===== src/rtl/rgmii_phy_link_ctrl_if.sv =====
// Host register-access port of the PHY link controller.
// The master drives requests; the slave (controller) returns ack and read data.
interface rgmii_phy_link_ctrl_if;
  logic        host_req;
  logic        host_we;
  logic [4:0]  host_reg;
  logic [15:0] host_wdata;
  logic        host_ack;
  logic [15:0] host_rdata;

  modport master (
    output host_req, host_we, host_reg, host_wdata,
    input  host_ack, host_rdata
  );

  modport slave (
    input  host_req, host_we, host_reg, host_wdata,
    output host_ack, host_rdata
  );
endinterface


===== src/rtl/rgmii_phy_link_ctrl.sv =====
// MDIO master that polls the PHY status register, drives the RGMII converter's speed/duplex
// configuration, and shares the MDIO bus with a host register-access port.
module rgmii_phy_link_ctrl #(
  parameter int unsigned MDC_DIV     = 25,
  parameter logic [4:0]  PHY_ADDR    = 5'd1,
  parameter logic [4:0]  STAT_REG    = 5'h11,
  parameter int unsigned POLL_CYCLES = 1000000
) (
  input  logic                        clk,
  input  logic                        reset_n,
  output logic                        mdc,
  output logic                        mdio_o,
  output logic                        mdio_oe,
  input  logic                        mdio_i,
  rgmii_phy_link_ctrl_if.slave        host,
  output logic [1:0]                  speed_selection,
  output logic                        duplex_mode,
  output logic                        link_up,
  output logic                        link_change,
  output logic                        busy
);

  localparam logic [7:0]  DivLast  = 8'(MDC_DIV - 1);
  localparam logic [31:0] PollLast = 32'(POLL_CYCLES - 1);

  typedef enum logic [1:0] {StIdle, StShift, StDone} state_e;

  state_e      state_q, state_d;
  logic [7:0]  div_q, div_d;
  logic [5:0]  bit_q, bit_d;
  logic [63:0] frame_q, frame_d;
  logic [15:0] rx_q, rx_d;
  logic        is_host_q, is_host_d;
  logic        we_q, we_d;
  logic        last_was_host_q, last_was_host_d;
  logic        poll_pending_q, poll_pending_d;
  logic [31:0] timer_q, timer_d;
  logic        mdc_q, mdc_d;
  logic        mdio_o_q, mdio_o_d;
  logic        mdio_oe_q, mdio_oe_d;
  logic [1:0]  speed_q, speed_d;
  logic        duplex_q, duplex_d;
  logic        link_q, link_d;
  logic        link_change_q, link_change_d;
  logic [15:0] rdata_q, rdata_d;
  logic        start;
  logic        frame_wr;
  logic [4:0]  frame_reg;

  always_comb begin
    state_d         = state_q;
    div_d           = div_q;
    bit_d           = bit_q;
    frame_d         = frame_q;
    rx_d            = rx_q;
    is_host_d       = is_host_q;
    we_d            = we_q;
    last_was_host_d = last_was_host_q;
    poll_pending_d  = poll_pending_q;
    timer_d         = timer_q;
    mdc_d           = mdc_q;
    mdio_o_d        = mdio_o_q;
    mdio_oe_d       = mdio_oe_q;
    speed_d         = speed_q;
    duplex_d        = duplex_q;
    link_d          = link_q;
    link_change_d   = 1'b0;
    rdata_d         = rdata_q;
    start           = 1'b0;
    frame_wr        = 1'b0;
    frame_reg       = STAT_REG;

    if (!poll_pending_q) begin
      if (timer_q == PollLast) poll_pending_d = 1'b1;
      else                     timer_d = timer_q + 32'd1;
    end

    case (state_q)
      StIdle: begin
        // A pending poll yields to at most one host frame.
        if (poll_pending_q && (last_was_host_q || !host.host_req)) begin
          start           = 1'b1;
          is_host_d       = 1'b0;
          last_was_host_d = 1'b0;
        end else if (host.host_req) begin
          start           = 1'b1;
          is_host_d       = 1'b1;
          last_was_host_d = 1'b1;
          frame_wr        = host.host_we;
          frame_reg       = host.host_reg;
        end
        if (start) begin
          frame_d   = {32'hFFFF_FFFF, 2'b01, frame_wr ? 2'b01 : 2'b10, PHY_ADDR, frame_reg,
                       frame_wr ? 2'b10 : 2'b00, frame_wr ? host.host_wdata : 16'h0000};
          we_d      = frame_wr;
          bit_d     = 6'd0;
          div_d     = 8'd0;
          mdc_d     = 1'b0;
          mdio_o_d  = frame_d[63];
          mdio_oe_d = 1'b1;
          state_d   = StShift;
        end
      end
      StShift: begin
        if (div_q == DivLast) begin
          div_d = 8'd0;
          if (!mdc_q) begin
            mdc_d = 1'b1;
            if (bit_q >= 6'd48) rx_d = {rx_q[14:0], mdio_i};
          end else if (bit_q == 6'd63) begin
            mdc_d     = 1'b0;
            mdio_oe_d = 1'b0;
            mdio_o_d  = 1'b1;
            state_d   = StDone;
            if (is_host_q) begin
              if (!we_q) rdata_d = rx_q;
            end else begin
              timer_d        = 32'd0;
              poll_pending_d = 1'b0;
              link_d         = rx_q[10];
              link_change_d  = rx_q[10] ^ link_q;
              if (rx_q[10]) begin
                duplex_d = rx_q[13];
                if (rx_q[15:14] != 2'b11) speed_d = rx_q[15:14];
              end
            end
          end else begin
            mdc_d     = 1'b0;
            bit_d     = bit_q + 6'd1;
            mdio_o_d  = frame_q[6'd62 - bit_q];
            // Reads release the line from the turnaround onward.
            mdio_oe_d = we_q || (bit_q < 6'd45);
          end
        end else begin
          div_d = div_q + 8'd1;
        end
      end
      StDone:  state_d = StIdle;
      default: state_d = StIdle;
    endcase
  end

  always_ff @(posedge clk or negedge reset_n) begin
    if (!reset_n) begin
      state_q         <= StIdle;
      div_q           <= 8'd0;
      bit_q           <= 6'd0;
      frame_q         <= 64'd0;
      rx_q            <= 16'd0;
      is_host_q       <= 1'b0;
      we_q            <= 1'b0;
      last_was_host_q <= 1'b0;
      poll_pending_q  <= 1'b1;
      timer_q         <= 32'd0;
      mdc_q           <= 1'b0;
      mdio_o_q        <= 1'b1;
      mdio_oe_q       <= 1'b0;
      speed_q         <= 2'b10;
      duplex_q        <= 1'b1;
      link_q          <= 1'b0;
      link_change_q   <= 1'b0;
      rdata_q         <= 16'd0;
    end else begin
      state_q         <= state_d;
      div_q           <= div_d;
      bit_q           <= bit_d;
      frame_q         <= frame_d;
      rx_q            <= rx_d;
      is_host_q       <= is_host_d;
      we_q            <= we_d;
      last_was_host_q <= last_was_host_d;
      poll_pending_q  <= poll_pending_d;
      timer_q         <= timer_d;
      mdc_q           <= mdc_d;
      mdio_o_q        <= mdio_o_d;
      mdio_oe_q       <= mdio_oe_d;
      speed_q         <= speed_d;
      duplex_q        <= duplex_d;
      link_q          <= link_d;
      link_change_q   <= link_change_d;
      rdata_q         <= rdata_d;
    end
  end

  assign mdc             = mdc_q;
  assign mdio_o          = mdio_o_q;
  assign mdio_oe         = mdio_oe_q;
  assign speed_selection = speed_q;
  assign duplex_mode     = duplex_q;
  assign link_up         = link_q;
  assign link_change     = link_change_q;
  assign busy            = (state_q != StIdle);
  assign host.host_ack   = (state_q == StDone) && is_host_q;
  assign host.host_rdata = rdata_q;

endmodule


===== src/flat_wrapper.sv =====
// flat-port wrapper written by rule: the top's interface ports become plain ports
module rgmii_phy_link_ctrl_flat 
#(
  parameter int unsigned MDC_DIV     = 25,
  parameter logic [4:0]  PHY_ADDR    = 5'd1,
  parameter logic [4:0]  STAT_REG    = 5'h11,
  parameter int unsigned POLL_CYCLES = 1000000
)
  (clk, reset_n, mdc, mdio_o, mdio_oe, mdio_i, speed_selection, duplex_mode, link_up, link_change, busy, host_host_req, host_host_we, host_host_reg, host_host_wdata, host_host_ack, host_host_rdata);
  rgmii_phy_link_ctrl_if host_i ();
  input  logic clk;
  input  logic reset_n;
  output logic mdc;
  output logic mdio_o;
  output logic mdio_oe;
  input  logic mdio_i;
  output logic [1:0] speed_selection;
  output logic duplex_mode;
  output logic link_up;
  output logic link_change;
  output logic busy;
  input wire logic [$bits(host_i.host_req)-1:0] host_host_req;
  input wire logic [$bits(host_i.host_we)-1:0] host_host_we;
  input wire logic [$bits(host_i.host_reg)-1:0] host_host_reg;
  input wire logic [$bits(host_i.host_wdata)-1:0] host_host_wdata;
  output wire logic [$bits(host_i.host_ack)-1:0] host_host_ack;
  output wire logic [$bits(host_i.host_rdata)-1:0] host_host_rdata;
  assign host_i.host_req = host_host_req;
  assign host_i.host_we = host_host_we;
  assign host_i.host_reg = host_host_reg;
  assign host_i.host_wdata = host_host_wdata;
  assign host_host_ack = host_i.host_ack;
  assign host_host_rdata = host_i.host_rdata;
  rgmii_phy_link_ctrl #(.MDC_DIV(MDC_DIV), .PHY_ADDR(PHY_ADDR), .STAT_REG(STAT_REG), .POLL_CYCLES(POLL_CYCLES)) u_core (.clk(clk), .reset_n(reset_n), .mdc(mdc), .mdio_o(mdio_o), .mdio_oe(mdio_oe), .mdio_i(mdio_i), .host(host_i), .speed_selection(speed_selection), .duplex_mode(duplex_mode), .link_up(link_up), .link_change(link_change), .busy(busy));
endmodule

===== config.mk =====
export PLATFORM = sky130hd
export DESIGN_NAME = rgmii_phy_link_ctrl_flat
export DESIGN_NICKNAME = d
export VERILOG_FILES = /design/src/rtl/rgmii_phy_link_ctrl_if.sv /design/src/rtl/rgmii_phy_link_ctrl.sv /design/src/flat_wrapper.sv
export SDC_FILE = /design/constraint.sdc
export NUM_CORES = 1
export LEC_CHECK = 0
export CELL_PAD_IN_SITES_DETAIL_PLACEMENT = 1
export CELL_PAD_IN_SITES_GLOBAL_PLACEMENT = 1
export CORE_MARGIN = 2
export CORE_UTILIZATION = 41
export DETAILED_ROUTE_END_ITERATION = 6
export GPL_TIMING_DRIVEN = 0
export PLACE_DENSITY = 0.75
export RECOVER_POWER = 50
export SYNTH_ARGS = -nofsm -noshare
export SYNTH_HDL_FRONTEND = slang
export SYNTH_SLANG_ARGS = --single-unit

===== constraint.sdc =====
create_clock -name clk -period 2.89 [get_ports clk]
set_clock_uncertainty 0.2 [all_clocks]
set_input_delay 0.4335 -clock clk [delete_from_list [all_inputs] [get_ports clk]]
set_output_delay 0.4335 -clock clk [all_outputs]
set_load 0.02 [all_outputs]

Yosys cells after proc, flatten, opt, wreduce, memory -nomap -nowiden
Cells that the tools add are included.
W data, S select, Z words.
Word-level totals
  register bits after elaboration: 118
  output and inout bits: 26
Operators by class
  $add $sub $neg: 4
  $lt $le $gt $ge: 3
  eq/ne operators: 11
  multiplexer cells: 60
  bitwise operators: 4
  reduce and logical (&&, ||, !) cells: 21
Operators with widths (count)
  $mux W32: 7
  $add A32 B1 Y32 const B: 1
  $eq A32 B20 Y1 const B: 1
  $mux W1: 31
  $mux W6: 4
  $mux W16: 1
  $mux W8: 2
  $pmux W8 S2: 1
  $mux W2: 6
  $pmux W6 S2: 1
  $reduce_and A4 Y1: 3
  $reduce_and A6 Y1: 2
  $mux W5: 2
  $reduce_and A5 Y1: 2
  $add A8 B1 Y8 const B: 1
  $eq A8 B5 Y1 const B: 1
  $lt A6 B7 Y1 const B: 1
  $reduce_and A7 Y1: 1
  $add A6 B1 Y6 const B: 1
  $bmux W1 S6: 1
  $eq A6 B6 Y1 const B: 1
  $ge A6 B6 Y1 const B: 1
  $lt A6 B6 Y1 const B: 1
  $ne A2 B1 Y1 const B: 3
  15 further kinds: 27

Logic depth before layout (Yosys ltp)
Gate-level depths: netlist of the first run.
  word-level depth: 8
  depth in mapped cells: 9
  gate-level depth less buffers: 7

Least setup slack after synthesis of the first run
OpenSTA, ideal clock, no wires.
  path kind: register to register
  from: register u_core.bit_q[0]
  to: register u_core.mdio_o_q, in the netlist u_core.mdio_o
  setup time: 0.089 ns
  data arrival time: 2.691 ns
  path slack: -0.090 ns
  stages on the path, launching flop included: 10
  buffers on the path: 2
  cell sequence: dfrtp_1 -> buf_1 -> inv_1 -> ha_1 -> clkbuf_1 -> mux2_2 -> a211oi_1 -> o31ai_1 -> a2111oi_0 -> o31ai_1
Between the ends
  cells in the longest elaborated chain, start to end: 7
  elaborated cells on any way between the ends: 8
  classes of those cells: 1 x add/sub; 1 x eq/ne; 6 x mux
Ends and longest elaborated chain
  start, declared: line rgmii_phy_link_ctrl.sv:30  | logic [5:0] bit_q, bit_d;
  start signal, assigned: line rgmii_phy_link_ctrl.sv:166  | bit_q <= bit_d;
  $sub A6 B6 Y6: line rgmii_phy_link_ctrl.sv:130  | mdio_o_d = frame_q[6'd62 - bit_q];
  $bmux W1 S6: line rgmii_phy_link_ctrl.sv:130
  $mux W1 (not written as such): line rgmii_phy_link_ctrl.sv:130
  $mux W1 *: line rgmii_phy_link_ctrl.sv:110  | end else if (bit_q == 6'd63) begin
  $mux W1 *: line rgmii_phy_link_ctrl.sv:107  | if (!mdc_q) begin
  $mux W1 *: line rgmii_phy_link_ctrl.sv:105  | if (div_q == DivLast) begin
  $pmux W1 S2 *: line rgmii_phy_link_ctrl.sv:78  | case (state_q)
  end signal, assigned: line rgmii_phy_link_ctrl.sv:175  | mdio_o_q <= mdio_o_d;
  end, declared: line rgmii_phy_link_ctrl.sv:39  | logic mdio_o_q, mdio_o_d;
Every way passes the cells marked *; elsewhere a longest branch is shown, timed or not. The select of a mux whose other input is x is not followed.
A chain may end at the register's enable or synchronous reset.

Worst setup path after layout of the first run
  from: register u_core.div_q[0]
  to: register u_core.speed_q[1], in the netlist u_core.speed_selection[1]
Between the ends
  cells in the longest elaborated chain, start to end: 2
Ends and longest elaborated chain
  start, declared: line rgmii_phy_link_ctrl.sv:29  | logic [7:0] div_q, div_d;
  start signal, assigned: line rgmii_phy_link_ctrl.sv:165  | div_q <= div_d;
  $eq A8 B5 Y1: line rgmii_phy_link_ctrl.sv:105
  $reduce_and A7 Y1 (no source line)
  end signal, assigned: line rgmii_phy_link_ctrl.sv:177  | speed_q <= speed_d;
  end, declared: line rgmii_phy_link_ctrl.sv:41  | logic [1:0] speed_q, speed_d;
Every way passes these cells.

==> summary.md, run 1 <==
| Metric | Value |
|---|---|
| Yosys cell types | 59 |
| Peak Freq | between 0.3 and 0.4 GHz |
| Ys async rst share | 100% |
| Synthesis Warnings | 0 |
| Wire per inst | between 15 and 20 µm |
| Most common cell after layout, fill and taps aside | dfrtp_1 |
| Worst path max stage delay | between 0.5 and 0.6 ns |
| Max-cap viol count | 0 |
| Worst Hold Margin | between 0.2 and 0.3 ns |
| H-tree Lvls | 4 |
| # diodes | 0 |
| Top cell type's share of synthesized area | about 50% |
| CP arrival | 2.95 ns |
| Clock transition at the registers of the reported paths | 0.06 ns |
| CP cell instances | inv_1 -> ha_1 -> or4b_4 -> or3_4 -> or4_4 -> nor3b_4 -> o22a_1 |
| Root buffer cell | clkbuf_16 |
| Syn_area_per_cell | 11.1 µm² |
| Slowest-stage cell, CP | or4_4 |
| Most frequent cells in the layout | dfrtp_1, nor2_1, clkdlybuf4s50_1 |
| Cell area after layout | 0.00703 mm² |
| Initial antenna violation count | 0 |
| Ys flop type | dfrtp_1 |
| Hold Path Class | register to register |
| Detail Route met2 WL | around 7.7 mm |
| Final Hold Vio Count | 0 |
| Final-stage net count | 602 |
| Top-level I/O count | 52 |
| Synth-to-layout area growth | 28.3% |
| Worst-Margin Slew | between 1 and 1.5 ns |
| Vias/cell | about 5.6 |
| PD cells | about 740 mW/mm² |
| Largest net degree at the start of global routing | slightly above 60 |
| Initial drt markers | ~190 |
| Util after Layout | 53.5% |
| Clk_lat worst skew | 0.42 ns |
| Overflow after GRT | 0 |
| Post-synth EDFFs | 0 |
| Post-route DRC violation count | 0 |
| Period utilisation layout | a little over nine tenths |
| RSZ-0062 raised after global routing | true |
| Critical Path Sink Type | register |
| GP Congestion | approximately 0.85 |
| Gr usage total | between 20% and 30% |
| Final ANT Viol Nets | 0 |
| Die ar. | around 0.014 mm² |
| Detailed Routing Iterations Pass 1 | 4 |
| Sequential area share after synthesis | between 50% and 60% |
| Vias in the first global route | around 4700 |
| CP Class | register to register |
| Filler Cells Inserted | around 1400 |
| CTS tree | built |
| Area of the mapped netlist | roughly 0.0055 mm² |
| Crit Path Max Fanout | 8 |
| Crit path time final | between 2 and 3 ns |
| Clk sinks | between 100 and 150 |
| Slew HR | under 10% |
| First-pass GRT wire length | roughly 25 mm |
| Top sig layer | met4 |
| #FFs+latches synth | roughly 110 |
| Post-DP Area | 0.00623 mm² |
| Dpl hpwl | 9.62 mm |
| Total core area | around 0.013 mm² |
| Worst path bufs/invs | 1 |
| Max IR drop VDD | about 0.59 mV |
| Crit path required time | 3.05 ns |
| Leakage dissipation | 3.11 nW |
| Die X | approximately 120 µm |
| Pins Over Slew Limit | 0 |
| Met3 WL | a little over 500 µm |
| Initial Util | between 40% and 50% |
| Num CTS Buffers | 17 |
| Final WS setup | ~0.10 ns |
| Pre-CTS setup slack | -0.493 ns |
| Synthesized Nets | ~530 |
| Die height | 120 µm |
| CP delay by family, top | simple AND/OR/NAND/NOR gates |
| Main area contributors after synthesis | dfrtp_1, mux2_2, a22o_1 |
| Wl on met1 | approximately 6.4 mm |
| Syn Inst Count | approximately 500 |
| Routed wire length | around 15 mm |
| Row count | between 40 and 50 |
| Routed via count | ~4200 |
| Setup violations, final | 0 |
| Element type at the critical path start | register |
| IO buf count | between 50 and 60 |
| Share of layout cells above drive strength 1 | 18.2% |
| Cell taking the most area after synthesis | dfrtp_1 |
| Clock Path Buffers | 2 |
| Status | finished, final reports clean |
through the flow:
stage	cells	setup TNS (ns)	total power (W)
4_1_cts	758	0	0.00521
5_1_grt	760	-0.0212	0.00542
6_report	760	0	0.00519
3_3_place_gp	722	-364.27	0.00265
2_1_floorplan	495	0	0.00241
3_5_place_dp	723	-5.08	0.00269
state kept, by name (all words and copies together) (netlist names):
register and cells:
u_core.bit_q 6, u_core.div_q 8, u_core.duplex_mode 1, u_core.frame_q 24, u_core.host.host_rdata 16, u_core.is_host_q 1
u_core.link_change 1, u_core.link_up 1, u_core.mdc 1, u_core.mdio_o 1, u_core.mdio_oe 1, u_core.poll_pending_q 1
u_core.rx_q 16, u_core.speed_selection 2, u_core.state_q 2, u_core.timer_q 32
routing by layer:
metal | global-route usage, % | vias to the layer above
met4 | 5.96 | 0
met3 | 5.85 | 16
met2 | 37.8 | 55
li1 | - | 1973
met1 | 27.7 | 2182
met5 | 0 | -
cell type report:
| type | instances | area, µm² | share of cell area [%] |
|---|---|---|---|
| Inverter | 16 | 60.1 | 0.855 |
| Buffer | 19 | 97.6 | 1.39 |
| Multi-Input combinational cell | 344 | 2510 | 35.8 |
| Timing Repair Buffer | 59 | 588 | 8.37 |
| Clock inverter | 9 | 199 | 2.83 |
| Clock buffer | 23 | 488 | 6.95 |
| Sequential cell | 114 | 2860 | 40.7 |
| Tap cell | 176 | 220 | 3.13 |
power by group:
| part | internal [W] | leakage [nW] | switching, W |
|---|---|---|---|
| combinational | 0.000411 | 1.26 | 0.000446 |
| clock | 0.00171 | 0.337 | 0.000741 |
| sequential | 0.00174 | 1.51 | 0.000144 |
path summary, 6_finish.rpt:
check / to / slack, ns / start / cells past startpoint
max: u_core.speed_selection[1] / 0.10 / u_core.div_q[0] / 7
max reg2reg: u_core.speed_selection[1] / 0.10 / u_core.div_q[0] / 7
min: u_core.host.host_rdata[11] / 0.30 / u_core.host.host_rdata[11] / 1
min in group asynchronous: u_core.host.host_rdata[1] / 0.71 / reset_n / 2
min reg2reg: u_core.host.host_rdata[11] / 0.30 / u_core.host.host_rdata[11] / 1
max in group asynchronous: u_core.mdio_o / 0.79 / reset_n / 3
worst register-to-register path: stages (launching register included):
cell,delay [ns]
dfrtp_1,0.42
inv_1,0.07
ha_1,0.13
or4b_4,0.46
or3_4,0.46
or4_4,0.59
nor3b_4,0.24
o22a_1,0.16
repair_timing:
item | in CTS | in global routing
gates resized for setup | 9 | 10
cloned | 0 | 0
hold buffers | 1 | 0
endpoints found under the setup margin | 49 | 21
pin swaps | 2 | 5
hold endpoints to repair | 51 | 0
setup buffers | 3 | 3
synth_stat cells, types with 6 or more instances:
master,number
nor4_1,9
a21oi_1,16
nand4_1,11
nand2_1,29
or3_1,7
dfrtp_1,110
xor2_1,11
mux2_4,8
nand3_1,24
inv_1,16
mux2_2,26
a31oi_1,6
and3_1,12
nor2_1,46
a22o_1,20
clkbuf_1,16
xnor2_1,12
o21ai_0,23
kinds of logic (layout without fill, tap and decap cells):
family / Yosys count / after routing / synth area share [%]
mux: 41 / 41 / 9.97
buf+inv: 37 / 126 / 2.86
compound gates: 97 / 97 / 12.1
flops: 114 / 114 / 52.2
simple gates: 178 / 178 / 18.1
xor+xnor: 23 / 23 / 3.68
fa+ha+maj: 5 / 5 / 1.14
Note: power is estimated with default switching activity, not from simulation.
==> run 2, diff against run 1 <==
--- a/config.mk
+++ b/config.mk
@@ -7,7 +7,6 @@
 export LEC_CHECK = 0
 export CELL_PAD_IN_SITES_DETAIL_PLACEMENT = 1
 export CELL_PAD_IN_SITES_GLOBAL_PLACEMENT = 1
-export CORE_MARGIN = 2
 export CORE_UTILIZATION = 41
 export DETAILED_ROUTE_END_ITERATION = 6
 export GPL_TIMING_DRIVEN = 0
==> run 2 against run 1 <==
Critical path depth is the same. First-iteration DRC count grew 110%. Wire length grew 1.9%. Clock power shrank 15%. Largest cell class unchanged. Critical endpoint unchanged. Sequential cell count is the same. Combinational power grew 6.0%. Die area shrank 3.3%. Sequential share of layout area grew 0.51 points. Register-to-register slack is essentially flat.
==> summary.md, run 2 (synthesized netlist as in run 1, its figures left out) <==
| Metric | Value |
|---|---|
| Top-level I/O count | 52 |
| CP Class | register to register |
| Max IR drop VDD | between 0.3 and 0.4 mV |
| Slowest-stage cell, CP | or4_4 |
| Setup violations, final | 0 |
| Slew HR | about 5.2% |
| R2R setup slack | between 0.09 and 0.1 ns |
| GP Congestion | roughly 0.84 |
| CP delay by family, top | simple AND/OR/NAND/NOR gates |
| Wire per inst | 19.9 µm |
| Routed wire length | approximately 15 mm |
| Dpl hpwl | between 9 and 10 mm |
| Overflow after GRT | 0 |
| PD cells | just over 700 mW/mm² |
| Initial drt markers | 406 |
| Comb power frac | between 10% and 20% |
| IO buf count | slightly above 50 |
| CP cell instances | inv_1 -> ha_1 -> or4b_4 -> or3_4 -> or4_4 -> nor3b_4 -> o22a_1 |
| Pins Over Slew Limit | 0 |
| RSZ-0062 raised after global routing | false |
| Most common cell after layout, fill and taps aside | dfrtp_1 |
| Num CTS Buffers | 17 |
| Clock network fraction of design power | between 40 and 50% |
| Final non-filler cell total | approximately 760 |
| Hold Startpoint | u_core.frame_q[29] |
| Crit path required time | between 3 and 4 ns |
| Leakage dissipation | 3.05 nW |
| Max reg flops | 32 |
| Worst path max stage delay | a little under 0.6 ns |
| Root buffer cell | clkbuf_16 |
| Reg with most FFs | u_core.timer_q |
| Status | finished, final reports clean |
| Final Hold Vio Count | 0 |
| Detail Route met2 WL | 7.43 mm |
| Synth-to-layout area growth | 26.7% |
| Clock Path Buffers | 2 |
| Switching power | ~0.0014 W |
| Vias in the first global route | ~4700 |
| Worst Hold Margin | around 0.3 ns |
| Die ar. | ~0.014 mm² |
| CP arrival | around 3.0 ns |
| Hold Path Class | register to register |
| Largest net degree at the start of global routing | 59 |
| Element type at the critical path start | register |
| Share of layout cells above drive strength 1 | between 10% and 20% |
| Total core area | 0.0128 mm² |
| Wl on met1 | 6.61 mm |
| Clk sinks | roughly 110 |
| Crit path time final | 2.80 ns |
| Final-stage net count | about 600 |
| Reg power frac | ~39% |
| Detailed Routing Iterations Pass 1 | 4 |
| Placed instance count | between 700 and 800 |
| CTS tree | built |
| Initial Util | around 43% |
| Post-route DRC violation count | 0 |
| Final ANT Viol Nets | 0 |
| H-tree Lvls | 4 |
| # diodes | 0 |
| Clock transition at the registers of the reported paths | 0.06 ns |
| First-pass GRT wire length | about 25 mm |
| Largest regs | u_core.timer_q (32), u_core.frame_q (24) |
| Worst-Margin Slew | between 1 and 1.5 ns |
| Util after Layout | 54.1% |
| Clk_lat worst skew | between 0.4 and 0.5 ns |
| Sw Ratio | between 20% and 30% |
| RR Startpoint | u_core.div_q[0] |
| Met3 WL | about 550 µm |
| Peak Freq | roughly 0.36 GHz |
| Period utilisation layout | 96.7% |
| Top sig layer | met4 |
| Row count | 41 |
| Int Pwr | 0.00346 W |
| Worst path bufs/invs | 1 |
| Die height | around 120 µm |
| Critical Path Sink Type | register |
| Routed via count | ~4300 |
| Vias/cell | roughly 5.7 |
| Gr usage total | a little under a quarter |
| Die X | 118 µm |
| Most frequent cells in the layout | dfrtp_1, nor2_1, clkdlybuf4s50_1 |
| Crit Path Max Fanout | 8 |
| Initial antenna violation count | 0 |
| Max-cap viol count | 0 |
| Crit path from | u_core.div_q[0] |
==> run 2: changes by cell type in the layout (fill, tap and decap cells not counted), moves of 2 or more <==
cell	delta
buf_6	+2
bufinv_16	-4
clkbuf_1	-2
clkbuf_8	-2
clkinvlp_4	+7
==> run 2: metrics by stage <==
stage	TNS (ns)	worst slack (ns)	total power (W)	instance area (µm²)
after floorplan	0	0.104	0.00241	5480
after global placement	-365.37	-3.24	0.00265	6200
after detailed placement	-7.71	-0.673	0.00271	6230
after CTS	0	0.00105	0.00488	6900
after global routing	0	0.00243	0.00509	6940
final	0	0.0948	0.00488	6940
==> run 2: path summary, 6_finish.rpt <==
kind | to | depth (start not counted)
max reg2reg | u_core.speed_selection[1] | 7
max in group asynchronous | u_core.speed_selection[1] | 3
min | u_core.frame_q[29] | 2
min in group asynchronous | u_core.rx_q[11] | 2
max | u_core.speed_selection[1] | 7
min reg2reg | u_core.frame_q[29] | 2
==> run 2: metal layers <==
| metal | vias to the layer above | track usage [%] |
|---|---|---|
| met1 | 2224 | 29.3 |
| met4 | 0 | 11.6 |
| li1 | 1976 | - |
| met5 | - | 0 |
| met3 | 29 | 5.04 |
| met2 | 97 | 38.4 |
==> run 2: cell type report <==
cell class              instances  area [µm²]
plain buffers                  19         104
clock buffers                  19         453
clock inverters                13         136
fillers                      1364        5890
inverters                      16        60.1
multi-input cells             344        2520
flip-flops and latches        114        2860
well taps                     172         215
repair buffers                 61         587
==> run 2: repair_timing <==
item	4_1_cts	5_1_grt
resized for setup	9	16
hold buffers	1	0
hold endpoints to repair	55	0
setup endpoints to repair	58	36
setup buffers	5	3
pin swaps	2	5
==> run 2: power groups by stage <==
stage | clock, W | sequential (W) | combinational [W]
6_report | 0.00209 | 0.00189 | 0.000908
5_1_grt | 0.00218 | 0.00191 | 0.000996
4_1_cts | 0.00212 | 0.00188 | 0.000873
3_5_place_dp | 0 | 0.00190 | 0.000809
3_3_place_gp | 0 | 0.00189 | 0.000762
2_1_floorplan | 0 | 0.00187 | 0.000548
==> run 2: worst min-delay path: stages (launching register included) <==
cell and delay (ns):
dfrtp_1 0.33, nor2_1 0.05, nor2_1 0.08
